===== src/rtl/ultrassom_tri_medidor.sv =====
// ultrassom_tri_medidor: fires three HC-SR04 sensors in turn and reports each echo width as BCD centimetres.
// Define ULTRASSOM_ARREDONDA_EN to round half-up instead of truncating.
module ultrassom_tri_medidor #(
    parameter int TRIG_CYCLES    = 500,
    parameter int CM_CYCLES      = 2941,
    parameter int TIMEOUT_CYCLES = 1_500_000
) (
    input  logic        clock,
    input  logic        reset,
    input  logic        medir,
    input  logic        echo1,
    input  logic        echo2,
    input  logic        echo3,
    output logic        trigger1,
    output logic        trigger2,
    output logic        trigger3,
    output logic [11:0] medida1,
    output logic [11:0] medida2,
    output logic [11:0] medida3,
    output logic [2:0]  erro,
    output logic        ocupado,
    output logic        pronto,
    output logic [3:0]  db_estado
);
    localparam logic [3:0] IDLE    = 4'd0;
    localparam logic [3:0] TRIG    = 4'd1;
    localparam logic [3:0] WAIT    = 4'd2;
    localparam logic [3:0] COUNT   = 4'd3;
    localparam logic [3:0] TIMEOUT = 4'd4;
    localparam logic [3:0] STORE   = 4'd5;
    localparam logic [3:0] DONE    = 4'd6;
    localparam int TW = $clog2(TIMEOUT_CYCLES + TRIG_CYCLES + 1);
    localparam int SW = $clog2(CM_CYCLES + 1);
`ifdef ULTRASSOM_ARREDONDA_EN
    localparam logic [SW-1:0] SUB_INI = SW'(CM_CYCLES / 2);
`else
    localparam logic [SW-1:0] SUB_INI = '0;
`endif

    logic [3:0]    estado;
    logic [1:0]    idx;
    logic [TW-1:0] tmr;
    logic [SW-1:0] sub, sub_nx;
    logic [11:0]   bcd, bcd_nx;
    logic [2:0]    s1, s2, s3;
    logic          ech, rise, wrap;

    function automatic logic [11:0] inc_bcd(input logic [11:0] b);
        return b == 12'h999 ? b :
               b[3:0] != 4'd9 ? b + 12'd1 :
               b[7:4] != 4'd9 ? {b[11:8], b[7:4] + 4'd1, 4'h0} :
               {b[11:8] + 4'd1, 8'h00};
    endfunction

    // s3 holds the previous synchronized sample so an echo already high on entry is not a rise
    always_comb begin
        ech    = s2[idx];
        rise   = ech & ~s3[idx];
        wrap   = sub == SW'(CM_CYCLES - 1);
        sub_nx = wrap ? '0 : sub + 1'b1;
        bcd_nx = wrap ? inc_bcd(bcd) : bcd;
    end

    assign trigger1  = estado == TRIG && idx == 2'd0;
    assign trigger2  = estado == TRIG && idx == 2'd1;
    assign trigger3  = estado == TRIG && idx == 2'd2;
    assign ocupado   = estado != IDLE;
    assign pronto    = estado == DONE;
    assign db_estado = estado;

    always_ff @(posedge clock or negedge reset) begin
        if (!reset) begin
            s1      <= '0;
            s2      <= '0;
            s3      <= '0;
            estado  <= IDLE;
            idx     <= '0;
            tmr     <= '0;
            sub     <= '0;
            bcd     <= '0;
            medida1 <= '0;
            medida2 <= '0;
            medida3 <= '0;
            erro    <= '0;
        end else begin
            s1  <= {echo3, echo2, echo1};
            s2  <= s1;
            s3  <= s2;
            tmr <= tmr + 1'b1;
            case (estado)
                IDLE: if (medir) begin
                    estado  <= TRIG;
                    idx     <= '0;
                    bcd     <= '0;
                    sub     <= SUB_INI;
                    erro[0] <= 1'b0;
                    tmr     <= '0;
                end
                TRIG: if (tmr == TW'(TRIG_CYCLES - 1)) begin
                    estado <= WAIT;
                    tmr    <= '0;
                end
                WAIT: if (rise) begin
                    estado <= COUNT;
                    tmr    <= '0;
                    sub    <= sub_nx;
                    bcd    <= bcd_nx;
                end else if (tmr == TW'(TIMEOUT_CYCLES - 1)) begin
                    estado <= TIMEOUT;
                end
                COUNT: if (!ech) begin
                    estado <= STORE;
                end else if (tmr == TW'(TIMEOUT_CYCLES - 1)) begin
                    estado <= TIMEOUT;
                end else begin
                    sub <= sub_nx;
                    bcd <= bcd_nx;
                end
                TIMEOUT: begin
                    bcd       <= 12'h999;
                    erro[idx] <= 1'b1;
                    estado    <= STORE;
                end
                STORE: begin
                    if (idx == 2'd0) medida1 <= bcd;
                    if (idx == 2'd1) medida2 <= bcd;
                    if (idx == 2'd2) medida3 <= bcd;
                    if (idx == 2'd2) begin
                        estado <= DONE;
                    end else begin
                        estado            <= TRIG;
                        idx               <= idx + 2'd1;
                        bcd               <= '0;
                        sub               <= SUB_INI;
                        erro[idx + 2'd1]  <= 1'b0;
                        tmr               <= '0;
                    end
                end
                DONE:    estado <= IDLE;
                default: estado <= IDLE;
            endcase
        end
    end
endmodule

===== config.mk =====
export PLATFORM = sky130hd
export DESIGN_NAME = ultrassom_tri_medidor
export DESIGN_NICKNAME = d
export VERILOG_FILES = /design/src/rtl/ultrassom_tri_medidor.sv
export SDC_FILE = /design/constraint.sdc
export NUM_CORES = 1
export LEC_CHECK = 0
export ABC_CLOCK_PERIOD_IN_PS = 5600
export BUFFER_PORTS_ARGS = -buffer_cell sky130_fd_sc_hd__buf_2
export CORE_AREA = 8 8 96 141
export DETAILED_ROUTE_END_ITERATION = 12
export DIE_AREA = 0 0 104 149
export GPL_TIMING_DRIVEN = 0
export REMOVE_ABC_BUFFERS = 1
export SLEW_MARGIN = 15
export SYNTH_ARGS = -nofsm -noshare
export SYNTH_HDL_FRONTEND = slang
export SYNTH_SLANG_ARGS = --single-unit
export TNS_END_PERCENT = 1

===== constraint.sdc =====
create_clock -name clock -period 5.6 [get_ports clock]
set_clock_uncertainty 0.15 [all_clocks]
set_input_delay 0.84 -clock clock [delete_from_list [all_inputs] [get_ports clock]]
set_output_delay 0.84 -clock clock [all_outputs]
set_load 0.03 [all_outputs]

Yosys cells after proc, flatten, opt, wreduce, memory -nomap -nowiden
Index checks and enable logic that the tools add are counted.
Operators by class
  $add $sub $neg: 6
  eq/ne operators: 20
  bitwise gates (word level): 5
  mux-type cells: 42
  reductions and logical operators: 22
  magnitude comparators: 4
Operators by type and width (count)
  $mux W12: 13
  $mux W21: 4
  $pmux W21 S4: 1
  $pmux W12 S5: 1
  $pmux W12 S4: 1
  $add A12 B1 Y12 const B: 2
  $eq A12 B12 Y1 const B: 2
  $pmux W4 S6: 1
  $add A21 B1 Y21 const B: 1
  $eq A21 B21 Y1 const B: 1
  $eq A21 B9 Y1 const B: 1
  $mux W4: 5
  $eq A4 B3 Y1 const B: 3
  $reduce_and A6 Y1: 2
  $ne A2 B2 Y1 const B: 5
  $reduce_and A2 Y1: 5
  $add A4 B1 Y4 const B: 2
  $eq A4 B2 Y1 const B: 2
  $ne A4 B4 Y1 const B: 2
  $pmux W2 S2: 2
  $reduce_bool A4 Y1: 2
  $lt A2 B3 Y1 const B: 2
  $mux W3: 2
  $reduce_and A3 Y1: 2
  other kinds (22): 35
Word-level totals
  input port bits: 6
  word-level logic and storage cells: 112
  register bits after elaboration: 99
  output and inout bits: 48

Longest topological paths before layout
Gate-level depths: netlist (run 1).
  depth after elaboration: 9
  gate-level depth with buffers: 11
  mapped depth without buffers: 8

Worst setup path before layout (run 1)
Ideal clock, no wire load.
  path kind: register -> output
  start point: register estado[2] (netlist: db_estado[2])
  end point: output pronto
  data required time: 4.610 ns
  cell stages (with the launch flop): 4
  setup slack: 2.815 ns
  arrival time: 1.795 ns
  path buffers: 1
  path through: dfrtp_1 clkbuf_1 nand2b_1 nor3b_1
Between the ends
  longest elaborated chain between the ends: 1
RTL lines
  start: declaration: RTL line 40  | logic [3:0] estado;
  start signal: assignment: RTL line 76  | estado <= IDLE;
  start signal: assignment: RTL line 92  | estado <= TRIG;
  start signal: assignment: RTL line 100  | estado <= WAIT;
  $eq A4 B3 Y1: RTL line 68  | assign pronto = estado == DONE;
  end: declaration: RTL line 22  | output logic pronto,
No other way between the ends.

Worst setup path after layout (run 1)
  start point: register estado[0] (netlist: db_estado[0])
  end point: output trigger2
Between the ends
  longest elaborated chain between the ends: 2
RTL lines
  $eq A4 B1 Y1: RTL line 65  | assign trigger2 = estado == TRIG && idx == 2'd1;
  $logic_and A1 B1 Y1: RTL line 65
  end: declaration: RTL line 15  | output logic trigger2,
No other way between the ends.

==> results of run 1 <==
where the power goes:
group	total [mW]	leakage, nW	switching [mW]	internal [mW]
clock network	0.607	0.144	0.285	0.323
registers	0.753	1.36	0.0224	0.730
logic	0.110	1.09	0.0720	0.0378
total	1.47	2.59	0.379	1.09
registers in the layout, summed over array words and instances (netlist names):
signal	flops
tmr	21
db_estado	4
idx	2
sub	12
medida1	12
medida2	12
s2	3
bcd	12
medida3	12
s3	3
s1	3
erro	3
worst max-delay path: cells and delay by family (launching register included):
| family | cells | cell delay (ns) |
|---|---|---|
| flip-flops | 1 | 0.73 |
| buffers and inverters | 1 | 0.20 |
| AND/OR/NAND/NOR | 3 | 0.92 |
worst max-delay path by stage:
stage | to | start | cells past startpoint
finish | trigger2 | db_estado[0]$_DFFE_PN0P_ | 4
global route | trigger2 | db_estado[0]$_DFFE_PN0P_ | 4
CTS | trigger2 | db_estado[0]$_DFFE_PN0P_ | 4
detailed placement | sub[10]$_DFFE_PN0P_ | idx[0]$_DFFE_PN0P_ | 8
global placement | sub[10]$_DFFE_PN0P_ | db_estado[1]$_DFFE_PN0P_ | 4
floorplan | bcd[11]$_DFFE_PN0P_ | db_estado[1]$_DFFE_PN0P_ | 6
placed cells by master (no fill, tap or decap), drive strengths merged, types with 11 or more instances in the layout:
| cell type | Yosys | layout |
|---|---|---|
| buf | 4 | 56 |
| nand2 | 42 | 42 |
| nand3 | 14 | 14 |
| mux2 | 30 | 30 |
| nor2 | 45 | 45 |
| o31ai | 19 | 19 |
| ha | 11 | 11 |
| dfrtp | 99 | 99 |
| a21oi | 13 | 13 |
| xor2 | 12 | 12 |
| o21ai | 37 | 37 |
cells by family after synthesis:
family          after synthesis  share of synthesized area
simple gates                175                      0.188
mux                          33                     0.0763
fa+ha+maj                    11                     0.0285
flops                        99                      0.514
buf+inv                      33                     0.0267
xor+xnor                     19                     0.0345
other cells                   1                   0.000777
compound gates               99                      0.132
per-stage QoR:
stage	setup slack (ns)	cells	hold slack, ns	util
after global routing	2.23	668	0.153	0.485
after detailed placement	2.49	652	0.186	0.459
after global placement	1.93	649	0.184	0.454
after CTS	2.45	668	0.151	0.485
final	2.41	668	0.155	0.485
after floorplan	2.79	446	0.181	-
layer usage:
metal | GRT usage | routed length (um)
met1 | 0.170 | 4570
met2 | 0.245 | 5260
met3 | 0.0363 | 605
met4 | 0.0611 | 128
met5 | 0 | 0
final cells by class:
class,instances,area (sq um),share of cell area
clock inverter,6,61.3,0.0111
timing repair buffer,56,314,0.0567
sequential,99,2480,0.448
inverter,9,33.8,0.00610
tap,150,188,0.0339
multi-input combinational,338,2220,0.401
clock buffer,10,239,0.0432
==> results.json, run 1 <==
{
  "status": "finished, final reports clean",
  "tritoncts": "done",
  "cts_sinks": 99,
  "grt_pass1_vias": 3797,
  "dr_total_vias": 3671,
  "cts-root-buf": "clkbuf_16",
  "criticalPathCategory": "flip-flop to primary output",
  "required_ns": 4.61,
  "reg2reg_slack_ns": 2.49,
  "tightest_slew_ns": 0.752,
  "firstDrtPassIters": 4,
  "crit_path_end_kind": "primary output",
  "hold_viol_final": 0,
  "tns_ns": 0,
  "antenna_cells": 0,
  "crit_chain": "nand2b_1, nor3_1, and2_1, buf_2",
  "maxSlewHeadroom": 0.499,
  "synthCells": 470,
  "antenna_found_initial": 0,
  "fp-row-count": 48,
  "synthTopCellsByCount": "dfrtp_1 (99), nor2_1 (45), nand2_1 (42), o21ai_0 (32), mux2_2 (30)",
  "drt_wl_total_mm": 10.6,
  "dieWidth_um": 104,
  "ios": 54,
  "crit_fanout": 20,
  "p_per_area_mw_per_mm2": 266,
  "drive_gt1_frac": 0.208,
  "gr-total-overflow": 0,
  "core-area_sq_mm": 0.0114,
  "clock_latency_ns": 0.35,
  "rr_endpoint": "sub[10]$_DFFE_PN0P_",
  "nFillCells": 1102,
  "synth.area.top_cells": "dfrtp_1 (51%), mux2_2 (7.0%), nor2_1 (3.5%)",
  "cts_resized": 0,
  "avgSynthCellArea_sq_um": 10.3,
  "leakage_nw": 2.59,
  "synthesis.area_sq_mm": 0.00482,
  "avgViaCountPerCell": 5.50,
  "clk_pin_slew_ns": 0.07,
  "routedWlPerCell_um": 15.8,
  "start_util": 0.423,
  "max_freq_mhz": 313,
  "period_minus_slack_ns": 3.19,
  "cts_buffers": 9,
  "netlist-cell-type-count": 54,
  "initialDrtViolationCount": 128,
  "synth_top_area_share": 0.514,
  "finalCritPeriodShare": 0.570,
  "reg2reg_from": "idx[0]$_DFFE_PN0P_",
  "synth_top_cell_by_area": "dfrtp_1",
  "ant_nets": 0,
  "port_buffers": 53,
  "finish.net_count": 530,
  "drc": 0,
  "drv_cap": 0,
  "area.growth.synth_to_final_pct": 14.8,
  "peakVddDrop_uv": 152,
  "post-cts-setup-buffer-count": 0,
  "rsz0062_at_grt": "false",
  "setup_viol": 0,
  "synth_edf_count": 0,
  "dieArea_sq_mm": 0.0155,
  "cts_max_level": 3,
  "clock_path_buffers": 2,
  "ys_warn_count": 0,
  "fin_area_sq_mm": 0.00554,
  "dp_hpwl_mm": 7.46,
  "grt_pass1_wl_mm": 18.5,
  "ys_ff_latch": 99,
  "dieHeight_um": 149,
  "place_area_sq_mm": 0.00524,
  "worstSetupStartpointType": "flip-flop",
  "cpPeakStageDelay_ns": 0.73,
  "gp_congestion": 0.839,
  "grt.total_usage": 0.144,
  "drv_slew": 0,
  "grt_max_degree": 85,
  "postCtsHoldBufs": 0,
  "yosysMostFrequentCell": "dfrtp_1",
  "hold_path.class": "input port to asynchronous set/reset pin",
  "fin_total_pwr_mw": 1.47,
  "async_flop_share": 1.00,
  "ys_seq_area_frac": 0.514,
  "cp_slowest_cell": "dfrtp_1",
  "synthFlopType": "dfrtp_1",
  "worstPathArrival_ns": 2.20,
  "ff2ff_path_depth": 8
}
Note: power is estimated with default switching activity, not from simulation.
==> run 2: changes to the inputs <==
- ABC_CLOCK_PERIOD_IN_PS: 5600 -> 2780
- clock period: 5.6 -> 2.78 ns (I/O delays scaled with it)
==> run 2 against run 1 <==
Net effect: the run now ends with setup timing left; register-to-register slack worse by 2.5 ns; combinational power up 140%; clock power increased by 100%; core utilization increased by 1.7 points; hold slack worse by 0.13 ns; global-route usage grew 0.34 points; critical endpoint is now bcd[6]$_DFFE_PN0P_; wire length grew 3.3%.
==> results.json, run 2 (synthesis gave the netlist of run 1 again) <==
{
  "status": "finished with violations",
  "violations": "setup timing",
  "gp_congestion": 0.839,
  "antenna_found_initial": 0,
  "initialDrtViolationCount": 130,
  "drive_gt1_frac": 0.264,
  "fp-row-count": 48,
  "avgViaCountPerCell": 5.51,
  "placedCellCount": 652,
  "regMostFlops": "tmr",
  "final.setup.worst_slack_ns": -0.0501,
  "fin_total_pwr_mw": 3.01,
  "antenna_cells": 0,
  "drc": 0,
  "ant_nets": 0,
  "clk_pin_slew_ns": 0.07,
  "max_freq_mhz": 353,
  "fin_cells": 681,
  "drt_wl_total_mm": 10.9,
  "hp-start": "echo2",
  "start_util": 0.423,
  "port_buffers": 53,
  "dp_hpwl_mm": 7.46,
  "worstPathArrival_ns": 2.96,
  "grt_max_degree": 85,
  "clock_latency_ns": 0.35,
  "crit_path_end_kind": "flip-flop",
  "leakage_nw": 2.66,
  "dieHeight_um": 149,
  "gr-total-overflow": 0,
  "most-common-layout-cells": "dfrtp_1 (96), buf_2 (52), nor2_1 (44)",
  "crit_fanout": 4,
  "drv_slew": 0,
  "drv_cap": 0,
  "grt_pass1_wl_mm": 18.9,
  "clock_path_buffers": 2,
  "worstSetupStartpointType": "flip-flop",
  "finish.net_count": 543,
  "dieArea_sq_mm": 0.0155,
  "cts_max_level": 3,
  "finalCritPeriodShare": 1.02,
  "tritoncts": "done",
  "grt_pass1_vias": 3833,
  "nFillCells": 1082,
  "period_minus_slack_ns": 2.83,
  "tns_ns": -0.0691,
  "cts-root-buf": "clkbuf_16",
  "dr_total_vias": 3749,
  "criticalPathCategory": "flip-flop to flip-flop",
  "hold_path.class": "input port to flip-flop",
  "dieWidth_um": 104,
  "core-area_sq_mm": 0.0114,
  "multi_input_area_sq_mm": 0.00232,
  "seq_area_sq_mm": 0.00248,
  "area.growth.synth_to_final_pct": 18.9,
  "peakVddDrop_uv": 307,
  "startpoint": "sub[0]$_DFFE_PN0P_",
  "setup_viol": 3,
  "maxSlewHeadroom": 0.490,
  "hold_viol_final": 0,
  "ios": 54,
  "required_ns": 2.91,
  "grt.total_usage": 0.148,
  "p_per_area_mw_per_mm2": 525,
  "reg2reg_from": "sub[0]$_DFFE_PN0P_",
  "rsz0062_at_grt": "true",
  "layout_commonest_cell": "dfrtp_1",
  "routedWlPerCell_um": 16.0,
  "tightest_slew_ns": 0.760,
  "cts_sinks": 99,
  "cts_buffers": 9,
  "firstDrtPassIters": 4,
  "largest_reg_flops": 21
}
## run 2: cell count changes in the layout (fill, tap and decap cells not counted), moves of 2 or more
cell,change
buf_4,+9
dfrtp_1,-3
dfrtp_2,+3
o21ai_2,+3
buf_6,+2
ha_1,-2
inv_1,-2
inv_2,+2
nor4_1,-2
nor4_2,+2
o21ai_0,-2
## run 2: critical path: stages (launching register included)
cell and delay [ns]:
dfrtp_1 0.42, inv_2 0.10, ha_4 0.12, nand4bb_1 0.09
or4_4 0.52, a311o_1 0.37, a211o_4 0.37, or4_1 0.47
a21boi_1 0.14
## run 2: path summary, 6_finish.rpt
check / endpoint / slack [ns] / cells past startpoint
min in group asynchronous: medida2[6]$_DFFE_PN0P_ / 0.30 / 2
worst max register to register: bcd[6]$_DFFE_PN0P_ / -0.05 / 8
max in group asynchronous: db_estado[0]$_DFFE_PN0P_ / 1.52 / 3
worst max-delay path: bcd[6]$_DFFE_PN0P_ / -0.05 / 8
worst min register to register: s2[2]$_DFF_PN0_ / 0.20 / 0
worst min-delay path: s1[1]$_DFF_PN0_ / 0.02 / 1
## run 2: stage by stage
stage	hold WS [ns]	instance area, sq um	setup WS, ns	utilization
3_3_place_gp	0.184	5180	-0.887	0.454
3_5_place_dp	0.109	5240	-0.328	0.459
5_1_grt	0.0115	5730	-0.173	0.502
2_1_floorplan	-0.0286	4730	-0.0302	-
6_report	0.0244	5730	-0.0501	0.502
4_1_cts	0.0115	5610	-0.0662	0.491
## run 2: layout make-up
type / instances / area share
well taps: 150 / 0.0327
inverters: 9 / 0.00589
flip-flops and latches: 99 / 0.433
clock buffers: 10 / 0.0417
multi-input cells: 339 / 0.404
repair buffers: 68 / 0.0722
clock inverters: 6 / 0.0107
## run 2: metal layers
| layer | vias up | global-route usage | wire [um] |
|---|---|---|---|
| li1 | 1815 | - | - |
| met1 | 1848 | 0.176 | 4810 |
| met2 | 72 | 0.249 | 5440 |
| met3 | 14 | 0.0372 | 464 |
| met4 | 0 | 0.0640 | 203 |
| met5 | - | 0 | 0 |
## run 2: what timing repair did
item,in CTS,in global routing
endpoints found under the setup margin,36,38
gates resized for setup,9,20
pin swaps,3,8
hold endpoints to repair,15,0
gates cloned,1,0
hold buffers,1,0
buffers inserted,3,8
## run 2: report_power, final
part / switching (mW) / internal [mW] / total [mW]
sequential: 0.0451 / 1.47 / 1.52
clock: 0.578 / 0.650 / 1.23
combinational: 0.163 / 0.104 / 0.267
total: 0.786 / 2.22 / 3.01
==> run 3: changes to the inputs <==
- PLACE_DENSITY_LB_ADDON: not set -> 0.08
- SLEW_MARGIN: 15 -> 0
==> run 3 against run 2 <==
Net effect: the run still ends with setup timing left; sequential cell count stayed put; core utilization fell by 0.16 points; power down 1.6%; global-route usage increased by 0.67 points; combinational power about the same; non-clock buffer count is 1 lower; first-iteration DRC count rose by 7.7%; register-to-register slack hardly changed; critical endpoint unchanged; highest routed layer unchanged.
==> results.json, run 3 (synthesis gave the netlist of run 1 again) <==
{
  "status": "finished with violations",
  "violations": "setup timing",
  "firstDrtPassIters": 4,
  "clock_latency_ns": 0.35,
  "fin_area_sq_mm": 0.00571,
  "drv_slew": 0,
  "criticalPathCategory": "flip-flop to flip-flop",
  "tritoncts": "done",
  "rsz0062_at_grt": "true",
  "most-common-layout-cells": "dfrtp_1 (96), buf_2 (52), nor2_1 (44)",
  "worstPathArrival_ns": 2.96,
  "hp-start": "echo3",
  "avgViaCountPerCell": 5.51,
  "tightest_slew_ns": 0.893,
  "required_ns": 2.90,
  "reg2reg_from": "sub[0]$_DFFE_PN0P_",
  "p_per_area_mw_per_mm2": 518,
  "cts-root-buf": "clkbuf_16",
  "dieHeight_um": 149,
  "cts_max_level": 3,
  "final.setup.worst_slack_ns": -0.0644,
  "rr_endpoint": "bcd[6]$_DFFE_PN0P_",
  "final_util": 0.501,
  "start_util": 0.423,
  "gp_congestion": 0.785,
  "gr-total-overflow": 0,
  "maxSlewHeadroom": 0.400,
  "drc": 0,
  "fin_cells": 679,
  "peakVddDrop_uv": 325,
  "finalCritPeriodShare": 1.02,
  "antenna_found_initial": 0,
  "fin_total_pwr_mw": 2.96,
  "dp_hpwl_mm": 7.84,
  "area.growth.synth_to_final_pct": 18.5,
  "grt_pass1_wl_mm": 19.5,
  "clock_path_buffers": 2,
  "drive_gt1_frac": 0.255,
  "reg2reg_slack_ns": -0.06,
  "grt.total_usage": 0.154,
  "hold_viol_final": 0,
  "hold_path_depth": 1,
  "drt_wl_total_mm": 11.5,
  "port_buffers": 53,
  "dieWidth_um": 104,
  "largest_reg_flops": 21,
  "core-area_sq_mm": 0.0114,
  "grt_pass1_vias": 3864,
  "crit_path_end_kind": "flip-flop",
  "dieArea_sq_mm": 0.0155,
  "antenna_cells": 0,
  "regMostFlops": "tmr",
  "initialDrtViolationCount": 140,
  "clk_pin_slew_ns": 0.07,
  "ant_nets": 0,
  "holdPathEnd": "s1[2]$_DFF_PN0_",
  "ff2ff_path_depth": 8,
  "max_freq_mhz": 352,
  "nFillCells": 1066,
  "hold_path.class": "input port to flip-flop",
  "finish.net_count": 542,
  "dr_total_vias": 3742,
  "ios": 54,
  "routedWlPerCell_um": 16.9,
  "period_minus_slack_ns": 2.84,
  "placedCellCount": 651,
  "worstSetupStartpointType": "flip-flop",
  "cts_sinks": 99,
  "cts_buffers": 9,
  "crit_fanout": 4,
  "grt_max_degree": 61,
  "place_area_sq_mm": 0.00522,
  "layout_commonest_cell": "dfrtp_1",
  "fp-row-count": 48,
  "leakage_nw": 2.65,
  "drv_cap": 0,
  "setup_viol": 2
}
run 3: what timing repair did:
item	in CTS	in global routing
pin swaps	3	11
hold buffers	1	0
endpoints found under the hold margin	39	0
cloned	1	0
gates resized for setup	10	20
buffers inserted	5	6
setup endpoints to repair	44	37
run 3: metrics by stage:
step	setup slack [ns]	setup TNS, ns	hold WS [ns]
6_report	-0.0644	-0.0690	0.0235
5_1_grt	-0.117	-0.506	0.0109
4_1_cts	-0.0193	-0.0193	0.0137
3_5_place_dp	-0.431	-11.78	0.186
3_3_place_gp	-1.05	-25.88	0.184
2_1_floorplan	-0.0302	-0.0662	-0.0286
run 3: report_power, final:
part	switching, mW	internal, mW	leakage (nW)
Combinational	0.163	0.101	1.17
Clock	0.529	0.653	0.131
Sequential	0.0441	1.47	1.35
Total	0.736	2.23	2.65
run 3: layout make-up:
| class | instances | area (sq um) | share of cell area |
|---|---|---|---|
| sequential | 99 | 2480 | 0.434 |
| multi-input combinational | 339 | 2330 | 0.407 |
| timing repair buffer | 67 | 403 | 0.0705 |
| clock buffer | 12 | 256 | 0.0449 |
| tap | 150 | 188 | 0.0328 |
| inverter | 9 | 33.8 | 0.00591 |
| clock inverter | 3 | 23.8 | 0.00416 |
run 3: worst max-delay path: stages (launching register included):
cell and delay, ns:
dfrtp_1 0.43, inv_2 0.10, ha_4 0.12, nand4bb_1 0.09, or4_4 0.52, a311o_1 0.37
a211o_4 0.37, or4_1 0.48, a21boi_1 0.14
run 3: worst max-delay path by stage:
stage | from | end | slack (ns) | depth (start not counted)
floorplan | db_estado[1]$_DFFE_PN0P_ | bcd[11]$_DFFE_PN0P_ | -0.03 | 6
global placement | db_estado[1]$_DFFE_PN0P_ | sub[10]$_DFFE_PN0P_ | -1.05 | 4
detailed placement | db_estado[1]$_DFFE_PN0P_ | bcd[11]$_DFFE_PN0P_ | -0.43 | 6
CTS | sub[0]$_DFFE_PN0P_ | bcd[6]$_DFFE_PN0P_ | -0.02 | 8
global route | sub[0]$_DFFE_PN0P_ | bcd[6]$_DFFE_PN0P_ | -0.12 | 8
finish | sub[0]$_DFFE_PN0P_ | bcd[6]$_DFFE_PN0P_ | -0.06 | 8
run 3: metal layers:
layer | GRT usage | wire length [um] | vias to the layer above
li1 | - | - | 1812
met1 | 0.178 | 4920 | 1855
met2 | 0.272 | 5950 | 61
met3 | 0.0320 | 417 | 14
met4 | 0.0669 | 184 | 0
met5 | 0 | 0 | -
